$ cat src/rtl/div_ctrl_pkg.sv
// rtl/div_ctrl_pkg.sv - shared types and latency helper for the divider issue controller
package div_ctrl_pkg;

    localparam int DIV_W     = 8;
    localparam int DIV_TAG_W = 4;

    typedef struct packed {
        logic                 vld;
        logic                 port;
        logic [DIV_TAG_W-1:0] tag;
        logic                 err;
    } sb_entry_t;

    typedef struct packed {
        logic [DIV_W-1:0]     quot;
        logic                 sticky;
        logic                 err;
        logic                 port;
        logic [DIV_TAG_W-1:0] tag;
    } rsp_entry_t;

    // The divider registers its inputs on the first stage, so results trail by one less than STAGES.
    function automatic int div_lat(input int stages);
        return stages - 1;
    endfunction

endpackage

$ cat src/rtl/div_rsp_fifo.sv
// rtl/div_rsp_fifo.sv - generic synchronous FIFO with full/empty/count
module div_rsp_fifo #(
    parameter int DEPTH = 14,
    parameter int W     = 8
) (
    input  logic                       clk,
    input  logic                       rst,
    input  logic                       push,
    input  logic [W-1:0]               push_data,
    input  logic                       pop,
    output logic [W-1:0]               pop_data,
    output logic                       full,
    output logic                       empty,
    output logic [$clog2(DEPTH+1)-1:0] count
);

    localparam int PW = (DEPTH > 1) ? $clog2(DEPTH) : 1;
    localparam int CW = $clog2(DEPTH + 1);

    logic [W-1:0]  mem [DEPTH];
    logic [PW-1:0] wr_ptr;
    logic [PW-1:0] rd_ptr;
    logic          do_push;
    logic          do_pop;

    assign full    = (count == CW'(DEPTH));
    assign empty   = (count == '0);
    assign do_push = push && !full;
    assign do_pop  = pop && !empty;

    // Depth need not be a power of two, so pointers wrap explicitly.
    function automatic logic [PW-1:0] bump(input logic [PW-1:0] p);
        return (p == PW'(DEPTH - 1)) ? '0 : p + 1'b1;
    endfunction

    always_ff @(posedge clk) begin
        if (!rst) begin
            wr_ptr <= '0;
            rd_ptr <= '0;
            count  <= '0;
        end else begin
            if (do_push) wr_ptr <= bump(wr_ptr);
            if (do_pop)  rd_ptr <= bump(rd_ptr);
            count <= count + CW'(do_push) - CW'(do_pop);
        end
    end

    always_ff @(posedge clk) begin
        if (do_push) mem[wr_ptr] <= push_data;
    end

    assign pop_data = mem[rd_ptr];

    a_no_push_when_full: assert property (@(posedge clk) disable iff (!rst) !(push && full));

endmodule

$ cat src/rtl/div_issue_ctrl.sv
// rtl/div_issue_ctrl.sv - two-port round-robin issue controller for the pipelined fraction divider
module div_issue_ctrl
    import div_ctrl_pkg::*;
#(
    parameter int WIDTH      = DIV_W,
    parameter int STAGES     = 12,
    parameter int TAG_W      = DIV_TAG_W,
    parameter int FIFO_DEPTH = STAGES + 2
) (
    input  logic             clk,
    input  logic             rst,
    input  logic             req0_valid,
    output logic             req0_ready,
    input  logic [WIDTH-1:0] req0_num,
    input  logic [WIDTH-1:0] req0_den,
    input  logic [TAG_W-1:0] req0_tag,
    input  logic             req1_valid,
    output logic             req1_ready,
    input  logic [WIDTH-1:0] req1_num,
    input  logic [WIDTH-1:0] req1_den,
    input  logic [TAG_W-1:0] req1_tag,
    output logic [WIDTH-1:0] div_num,
    output logic [WIDTH-1:0] div_den,
    input  logic [WIDTH-1:0] div_quot,
    input  logic             div_sticky,
    output logic             rsp_valid,
    input  logic             rsp_ready,
    output logic [WIDTH-1:0] rsp_quot,
    output logic             rsp_sticky,
    output logic             rsp_err,
    output logic             rsp_port,
    output logic [TAG_W-1:0] rsp_tag,
    output logic             busy
);

    localparam int LAT   = div_lat(STAGES);
    localparam int OCC_W = $clog2(FIFO_DEPTH + 1);
    localparam int RSP_W = $bits(rsp_entry_t);

    if (WIDTH != DIV_W || TAG_W != DIV_TAG_W || LAT < 1 || FIFO_DEPTH < LAT + 2) begin : g_param_check
        $error("div_issue_ctrl: unsupported parameter set");
    end

    logic [OCC_W-1:0] occ;
    logic             rr;
    logic             credit_ok;
    logic             acc0;
    logic             acc1;
    logic             issue;
    logic             issue_port;
    logic             issue_err;
    logic             pop;
    logic [WIDTH-1:0] sel_num;
    logic [WIDTH-1:0] sel_den;
    logic [TAG_W-1:0] sel_tag;
    sb_entry_t        sb_in;
    sb_entry_t        pipe [LAT];
    sb_entry_t        tail;
    rsp_entry_t       cap;
    rsp_entry_t       head;
    logic [RSP_W-1:0] head_bits;
    logic             fifo_full;
    logic             fifo_empty;
    logic [OCC_W-1:0] fifo_count;
    logic             fifo_unused;

    // Credit is judged on registered occupancy so a same-cycle pop never opens a slot early.
    assign credit_ok  = (occ < OCC_W'(FIFO_DEPTH));
    assign req0_ready = rst && credit_ok && (!req1_valid || !rr);
    assign req1_ready = rst && credit_ok && (!req0_valid || rr);
    assign acc0       = req0_valid && req0_ready;
    assign acc1       = req1_valid && req1_ready;
    assign issue      = acc0 || acc1;
    assign issue_port = !acc0;

    assign sel_num   = issue_port ? req1_num : req0_num;
    assign sel_den   = issue_port ? req1_den : req0_den;
    assign sel_tag   = issue_port ? req1_tag : req0_tag;
    assign issue_err = (sel_den == '0) || (sel_num > sel_den);

    always_comb begin
        div_num    = '0;
        div_den    = '0;
        sb_in      = '0;
        sb_in.vld  = issue;
        sb_in.port = issue_port;
        sb_in.tag  = sel_tag;
        sb_in.err  = issue_err;
        if (issue) begin
            div_num = issue_err ? '0 : sel_num;
            div_den = issue_err ? '1 : sel_den;
        end
    end

    always_ff @(posedge clk) begin
        if (!rst) begin
            for (int i = 0; i < LAT; i++) pipe[i].vld <= 1'b0;
            rr  <= 1'b0;
            occ <= '0;
        end else begin
            pipe[0] <= sb_in;
            for (int i = 1; i < LAT; i++) pipe[i] <= pipe[i-1];
            if (issue) rr <= !issue_port;
            occ <= occ + OCC_W'(issue) - OCC_W'(pop);
        end
    end

    // Rejected operands still flow through the divider; their result is replaced here.
    assign tail       = pipe[LAT-1];
    assign cap.quot   = tail.err ? '0 : div_quot;
    assign cap.sticky = tail.err ? 1'b0 : div_sticky;
    assign cap.err    = tail.err;
    assign cap.port   = tail.port;
    assign cap.tag    = tail.tag;

    div_rsp_fifo #(
        .DEPTH (FIFO_DEPTH),
        .W     (RSP_W)
    ) u_rsp_fifo (
        .clk       (clk),
        .rst       (rst),
        .push      (tail.vld),
        .push_data (cap),
        .pop       (pop),
        .pop_data  (head_bits),
        .full      (fifo_full),
        .empty     (fifo_empty),
        .count     (fifo_count)
    );

    assign fifo_unused = fifo_full ^ (^fifo_count);

    assign head       = rsp_entry_t'(head_bits);
    assign rsp_valid  = !fifo_empty;
    assign pop        = rsp_valid && rsp_ready;
    assign rsp_quot   = head.quot;
    assign rsp_sticky = head.sticky;
    assign rsp_err    = head.err;
    assign rsp_port   = head.port;
    assign rsp_tag    = head.tag;
    assign busy       = (occ != '0);

endmodule

$ cat config.mk
export PLATFORM = sky130hd
export DESIGN_NAME = div_issue_ctrl
export DESIGN_NICKNAME = d
export VERILOG_FILES = /design/src/rtl/div_ctrl_pkg.sv /design/src/rtl/div_rsp_fifo.sv /design/src/rtl/div_issue_ctrl.sv
export SDC_FILE = /design/constraint.sdc
export NUM_CORES = 1
export LEC_CHECK = 0
export CAP_MARGIN = 30
export CORE_MARGIN = 2
export CORE_UTILIZATION = 50
export DETAILED_ROUTE_END_ITERATION = 8
export PLACE_DENSITY = 0.72
export SLEW_MARGIN = 20
export SYNTH_ARGS = -nofsm -noshare
export SYNTH_HDL_FRONTEND = slang
export SYNTH_SLANG_ARGS = --single-unit
export TNS_END_PERCENT = 10
$ cat constraint.sdc
create_clock -name clk -period 4.47 [get_ports clk]
set_input_delay 0.894 -clock clk [delete_from_list [all_inputs] [get_ports clk]]
set_output_delay 0.894 -clock clk [all_outputs]
set_load 0.05 [all_outputs]
* Word level (Yosys, flattened, before mapping)
Memory sizes are Yosys's and may differ from the RTL's. A register that Yosys moved wholly into a read port is not among the register bits. Index checks and enable logic that the tools add are counted.
Storage, ports and cells: register bits 17, memory bits (writable) 287, input port bits 54, output and inout port bits 35, logic and storage cells 78, memories 2
Memories:
- u_rsp_fifo.mem | depth 14, width 15, read ports 1, clocked after memory_dff 1, wr ports 1, RTL line div_rsp_fifo.sv:20 | logic [W-1:0] mem [DEPTH];
- pipe | depth 11, width 7, read ports 11, clocked after memory_dff 0, wr ports 11, RTL line div_issue_ctrl.sv:57 | sb_entry_t pipe [LAT];
Cells by class: $add $sub $neg 6, magnitude comparators 2, equal/unequal tests 3, mux-type cells 28, bitwise gates (word level) 11, reduce and logical (&&, ||, !) cells 21
Operators with widths (count):
- 8-bit two-way mux | 7
- 4-bit two-way mux | 5
- 1-bit two-way mux | 16
- 4-bit equality test (second input constant) | 3
- 1-bit OR | 11
- 4-bit by 1-bit adder with 4-bit output | 2
- 4-bit by 1-bit adder with 4-bit output (second input constant) | 2
- 8-bit > comparator | 1
- 1-bit logical AND | 8
- 8-bit zero test | 1
- 4-bit by 1-bit subtractor with 4-bit output | 2
- 1-bit zero test | 6
- 4-bit zero test | 1
- 1-bit logical OR | 4
- 4-bit < comparator (second input constant) | 1
- 4-bit nonzero test | 1

* Depth between registers and ports, before layout
depth after elaboration 9, gate-level depth with buffers 14, mapped depth without buffers 11

* Cells and area by module
From an unflattened synthesis, not the netlist that was laid out.
Second synthesis, totals: cell total of the unflattened synthesis 664, area, all modules 12294.3 µm²
Modules (own cells, without submodules):
- div_rsp_fifo | times used 1, cells each 428, area an instance 8818.5 µm², seq. area each 6626.4 µm²
- div_issue_ctrl | times used 1, cells each 236, area an instance 3475.8 µm², seq. area each 2302.2 µm²

* Least setup slack after synthesis
OpenSTA, ideal clock, no wires.
path kind input port to output port, start point input port rst, end point output port div_num[3], data arrival time 4.569 ns, data required time 3.576 ns, slack -0.993 ns, cell stages on the path 14, path buffers 5, cells stage by stage buf_2 -> a21bo_2 -> clkbuf_1 -> o21ai_0 -> and2_1 -> ha_1 -> and4_4 -> buf_6 -> and4b_1 -> a211o_1 -> buf_6 -> a31o_1 -> buf_6 -> a211oi_1
Between the ends: cells in the longest elaborated chain, start to end 8, elaborated cells between the ends (all ways) 13, classes of those cells order compare: 1; mux: 4; reduce/logical: 8
Ends and longest elaborated chain:
- from (decl) | RTL line div_issue_ctrl.sv:11 | input logic rst,
- 1-bit logical AND (*) | RTL line div_issue_ctrl.sv:69, div_issue_ctrl.sv:70
- 1-bit logical AND | RTL line div_issue_ctrl.sv:69 | assign req0_ready = rst && credit_ok && (!req1_valid || !rr);
- 1-bit logical AND | RTL line div_issue_ctrl.sv:71 | assign acc0 = req0_valid && req0_ready;
- 8-bit two-way mux (on tied branches) | RTL line div_issue_ctrl.sv:76, div_issue_ctrl.sv:77
- 8-bit > comparator / 8-bit zero test (equally long branches) | RTL line div_issue_ctrl.sv:79 | assign issue_err = (sel_den == '0) || (sel_num > sel_den);
- 1-bit logical OR | RTL line div_issue_ctrl.sv:79
- 8-bit two-way mux | RTL line div_issue_ctrl.sv:90 | div_num = issue_err ? '0 : sel_num;
- 8-bit two-way mux (*) | RTL line div_issue_ctrl.sv:89 | if (issue) begin
- to (decl) | RTL line div_issue_ctrl.sv:22 | output logic [WIDTH-1:0] div_num,
Every way passes the cells marked *; elsewhere a longest branch is shown, timed or not.

* Worst setup path after layout
start point register occ[2], end point output port div_num[4]
Between the ends: cells in the longest elaborated chain, start to end 9, elaborated cells between the ends (all ways) 14, classes of those cells order compare: 2; mux: 4; reduce/logical: 8
Ends and longest elaborated chain:
- from (decl) | RTL line div_issue_ctrl.sv:44 | logic [OCC_W-1:0] occ;
- from (signal assigned) | RTL line div_issue_ctrl.sv:104 | occ <= occ + OCC_W'(issue) - OCC_W'(pop);
- 4-bit < comparator (*) | RTL line div_issue_ctrl.sv:68 | assign credit_ok = (occ < OCC_W'(FIFO_DEPTH));
- 1-bit logical AND (*) | RTL line div_issue_ctrl.sv:69, div_issue_ctrl.sv:70
- 1-bit logical AND | RTL line div_issue_ctrl.sv:69
- 1-bit logical AND | RTL line div_issue_ctrl.sv:71
- 8-bit two-way mux (on tied branches) | RTL line div_issue_ctrl.sv:76, div_issue_ctrl.sv:77
- 8-bit > comparator / 8-bit zero test (equally long branches) | RTL line div_issue_ctrl.sv:79
- 1-bit logical OR | RTL line div_issue_ctrl.sv:79
- 8-bit two-way mux | RTL line div_issue_ctrl.sv:90
- 8-bit two-way mux (*) | RTL line div_issue_ctrl.sv:89
Marked as above.

==> reports/metrics.cfg <==
[outcome]
status=finished, final reports clean

[yosys]
ys_ff_latch=308
syn_area_per_cell_sq_um=18.6
synthesis.area_sq_um=12300
synth.net_count=737
synthCells=663
synth_area_leader_cell=edfxtp_1
yosysUniqueCellTypes=49
seq_area_frac_synth=0.724
yosys_warnings=0
async_flop_share=0
yosys.area.top_type_share=0.672
synth_edf_count=276
synth.area.top_cells=edfxtp_1, mux4_2, dfxtp_1
synthFlopType=edfxtp_1

[placement]
post_dp_cell_area_sq_um=14300
gp_congestion=0.853
place_hpwl_mm=16.9
portBuffers=88

[clock_network]
clkTransAtPathRegs_ns=0.06
htreeDepth=1
tritoncts=done
cts_made_buffers=30
hold_buffers=0
clkLatencyLatePin_ns=0.56
cts.sinks=308
ctsLongestPathBuffers=3
root_buffer=clkbuf_16

[global_route]
grt_usage=0.207
antenna_found_initial=0
grt_pass1_wl_mm=40.7
first_global_vias=7122
grt_max_degree=49
grt_overflow=0

[detailed_routing]
routed_wirelength_mm=26.4
drc=0
vias=6674
avgViaCountPerCell=5.79
dr.pass1.iters=4
antenna_left=0
wl_per_cell_um=22.9
initialDrtViolationCount=480

[setup_path]
crit_start=occ[2]
path_cells=ha_4 -> a21boi_4 -> nand2_4 -> mux2_4 -> ha_4 -> and4_4 -> and4b_1 -> a211o_1 -> a31o_1 -> buf_12 -> buf_8 -> a211oi_4 -> buf_12
worstPathMaxFanout=6
r2r-end=occ[2]
start_kind=flop
slowest_stage=mux2_4
path_class=reg -> out
crit_path_end_kind=primary output
reg2reg_from=occ[2]
crit_arrival_ns=3.57
required_ns=3.58
rrSetupSlack_ns=1.32
critPathMaxStageDelay_ns=0.34
reg2reg_depth=14

[sta]
setup_viol_count_final=0
clock.fmax_ghz=0.224
finalCritPeriodShare=0.999
maxSlewHeadroom=0.406
fin_tns_setup_ns=0
drv_slew=0
fin_crit_ns=4.46
whs_ns=0.415
rsz0062_at_grt=yes
fin_skew_ns=0.0221
hold_viol=0
tightestPinTransition_ns=0.891

[cells_and_area]
multi_input_area_sq_um=3560
nFillCells=1645
fin_area_sq_um=15600
drive_gt1_frac=0.316
syn_to_final_growth_pct=26.2
seq_area_sq_um=8940
nNetsFinal=878
n_antenna_cell=0

[floorplanning]
die_y_um=161
rows=57
pin_count=89
dieArea_sq_um=25900
initial_core_util=0.508
core_area_sq_um=24200
die_w_um=161

[min_path]
holdPathEnd=pipe[1][3]
hp-class=reg -> reg
hp-start=pipe[0][3]
holdPathStages=0

[run]
maxCapViolCount=0

[power_and_ir_drop]
ir_drop_uv=329
p_leak_nw=5.15
power_density_nw_per_um2=486
power_mw=7.56

## layout make-up
cell class | count | area share
sequential | 308 | 0.574
multi-input combinational | 304 | 0.229
timing repair buffer | 141 | 0.100
clock buffer | 39 | 0.0530
tap | 324 | 0.0261
clock inverter | 17 | 0.0126
inverter | 19 | 0.00458
## layout by cell type, fill, tap and decap left out, types with 4 or more instances in the layout
master / Yosys / layout
clkbuf_8: 0 / 4
ha_4: 0 / 6
a211oi_4: 0 / 5
o21ai_2: 1 / 5
buf_4: 0 / 37
nor3_4: 0 / 6
nor3_2: 0 / 7
nor2b_1: 14 / 14
ha_1: 18 / 12
mux2_2: 24 / 20
a311oi_1: 8 / 7
mux4_2: 60 / 60
buf_12: 0 / 20
clkbuf_1: 15 / 5
xnor2_1: 5 / 5
buf_8: 0 / 10
dfxtp_1: 32 / 28
a21boi_0: 4 / 4
clkbuf_16: 0 / 30
clkinv_2: 0 / 7
or3_1: 4 / 4
mux2i_1: 5 / 5
nand4_1: 12 / 12
nand2_1: 15 / 15
nor2_1: 12 / 5
and2_1: 25 / 22
inv_1: 19 / 19
edfxtp_1: 276 / 276
clkdlybuf4s50_1: 0 / 69
nand3_1: 13 / 13
a21oi_1: 6 / 6
nor2_2: 0 / 6
mux2_4: 1 / 5
nor4_1: 14 / 13
o21ai_0: 11 / 7
## critical path: cells and delay by family (launching register included)
| family | cells | cell delay [ns] |
|---|---|---|
| multiplexers | 1 | 0.34 |
| AND/OR/NAND/NOR | 3 | 0.47 |
| adder cells (fa/ha/maj) | 2 | 0.40 |
| AO/OA/AOI/OAI | 4 | 1.02 |
| buffers and inverters | 3 | 0.46 |
| flip-flops | 1 | 0.33 |
## where the power goes
| part | total, mW | switching [mW] | internal [mW] |
|---|---|---|---|
| combinational | 1.65 | 0.820 | 0.832 |
| sequential | 3.37 | 0.136 | 3.23 |
| clock | 2.54 | 1.06 | 1.49 |
## flip-flops by register name, summed over array words and instances, names as in the netlist, named ones only
register,count
occ,4
u_rsp_fifo.mem,210
u_rsp_fifo.wr_ptr,4
u_rsp_fifo.rd_ptr,4
rr,1
u_rsp_fifo.count,4
pipe,77
## per-layer routing
layer  wire length (um)  share of wire  global-route usage  vias to the layer above
li1                   -              -                   -                     2957
met1              10300           0.39               0.260                     3365
met2              13500           0.51               0.367                      288
met3               1740          0.066              0.0395                       64
met4                871          0.033              0.0674                        0
met5                  0              0                   0                        -
## cells in the mapped netlist (all sizes together) (8+ instances only)
cell,instances
dfxtp,32
mux4,60
o21ai,12
nor4,14
buf,17
edfxtp,276
mux2,25
inv,19
nor2,12
and2,25
nand3,14
clkbuf,15
nor2b,14
nand4,12
ha,18
nor3,14
a311oi,8
nand2,16
## repair_timing
item / in CTS / in global routing
setup endpoints to repair: 16 / 14
pin swaps: 15 / 6
resized for setup: 24 / 11
buffers inserted: 6 / 1
## kinds of logic after synthesis
family                   Yosys count  synth area share
buffers and inverters             51            0.0183
adder cells (fa/ha/maj)           20            0.0215
flip-flops                       308             0.724
XOR/XNOR                           8           0.00568
AND/OR/NAND/NOR                  134            0.0614
multiplexers                      90             0.137
AO/OA/AOI/OAI                     52            0.0320
## metrics by stage
step	setup slack [ns]	util	cells
5_1_grt	-0.120	0.642	1152
3_3_place_gp	-0.357	0.586	1079
4_1_cts	-0.0604	0.639	1151
6_report	0.00669	0.642	1152
2_1_floorplan	-0.190	-	663
3_5_place_dp	-0.416	0.592	1089
## how the worst max path moves through the flow
| stage | endpoint | slack [ns] | cells after the start |
|---|---|---|---|
| 3_5_place_dp | div_num[1] | -0.42 | 13 |
| 3_3_place_gp | div_num[0] | -0.36 | 13 |
| 6_report | div_num[4] | 0.007 | 13 |
| 5_1_grt | div_num[6] | -0.12 | 13 |
| 4_1_cts | div_num[1] | -0.06 | 12 |
| 2_1_floorplan | div_num[0] | -0.19 | 14 |
Power figures use the tool's default switching activity.
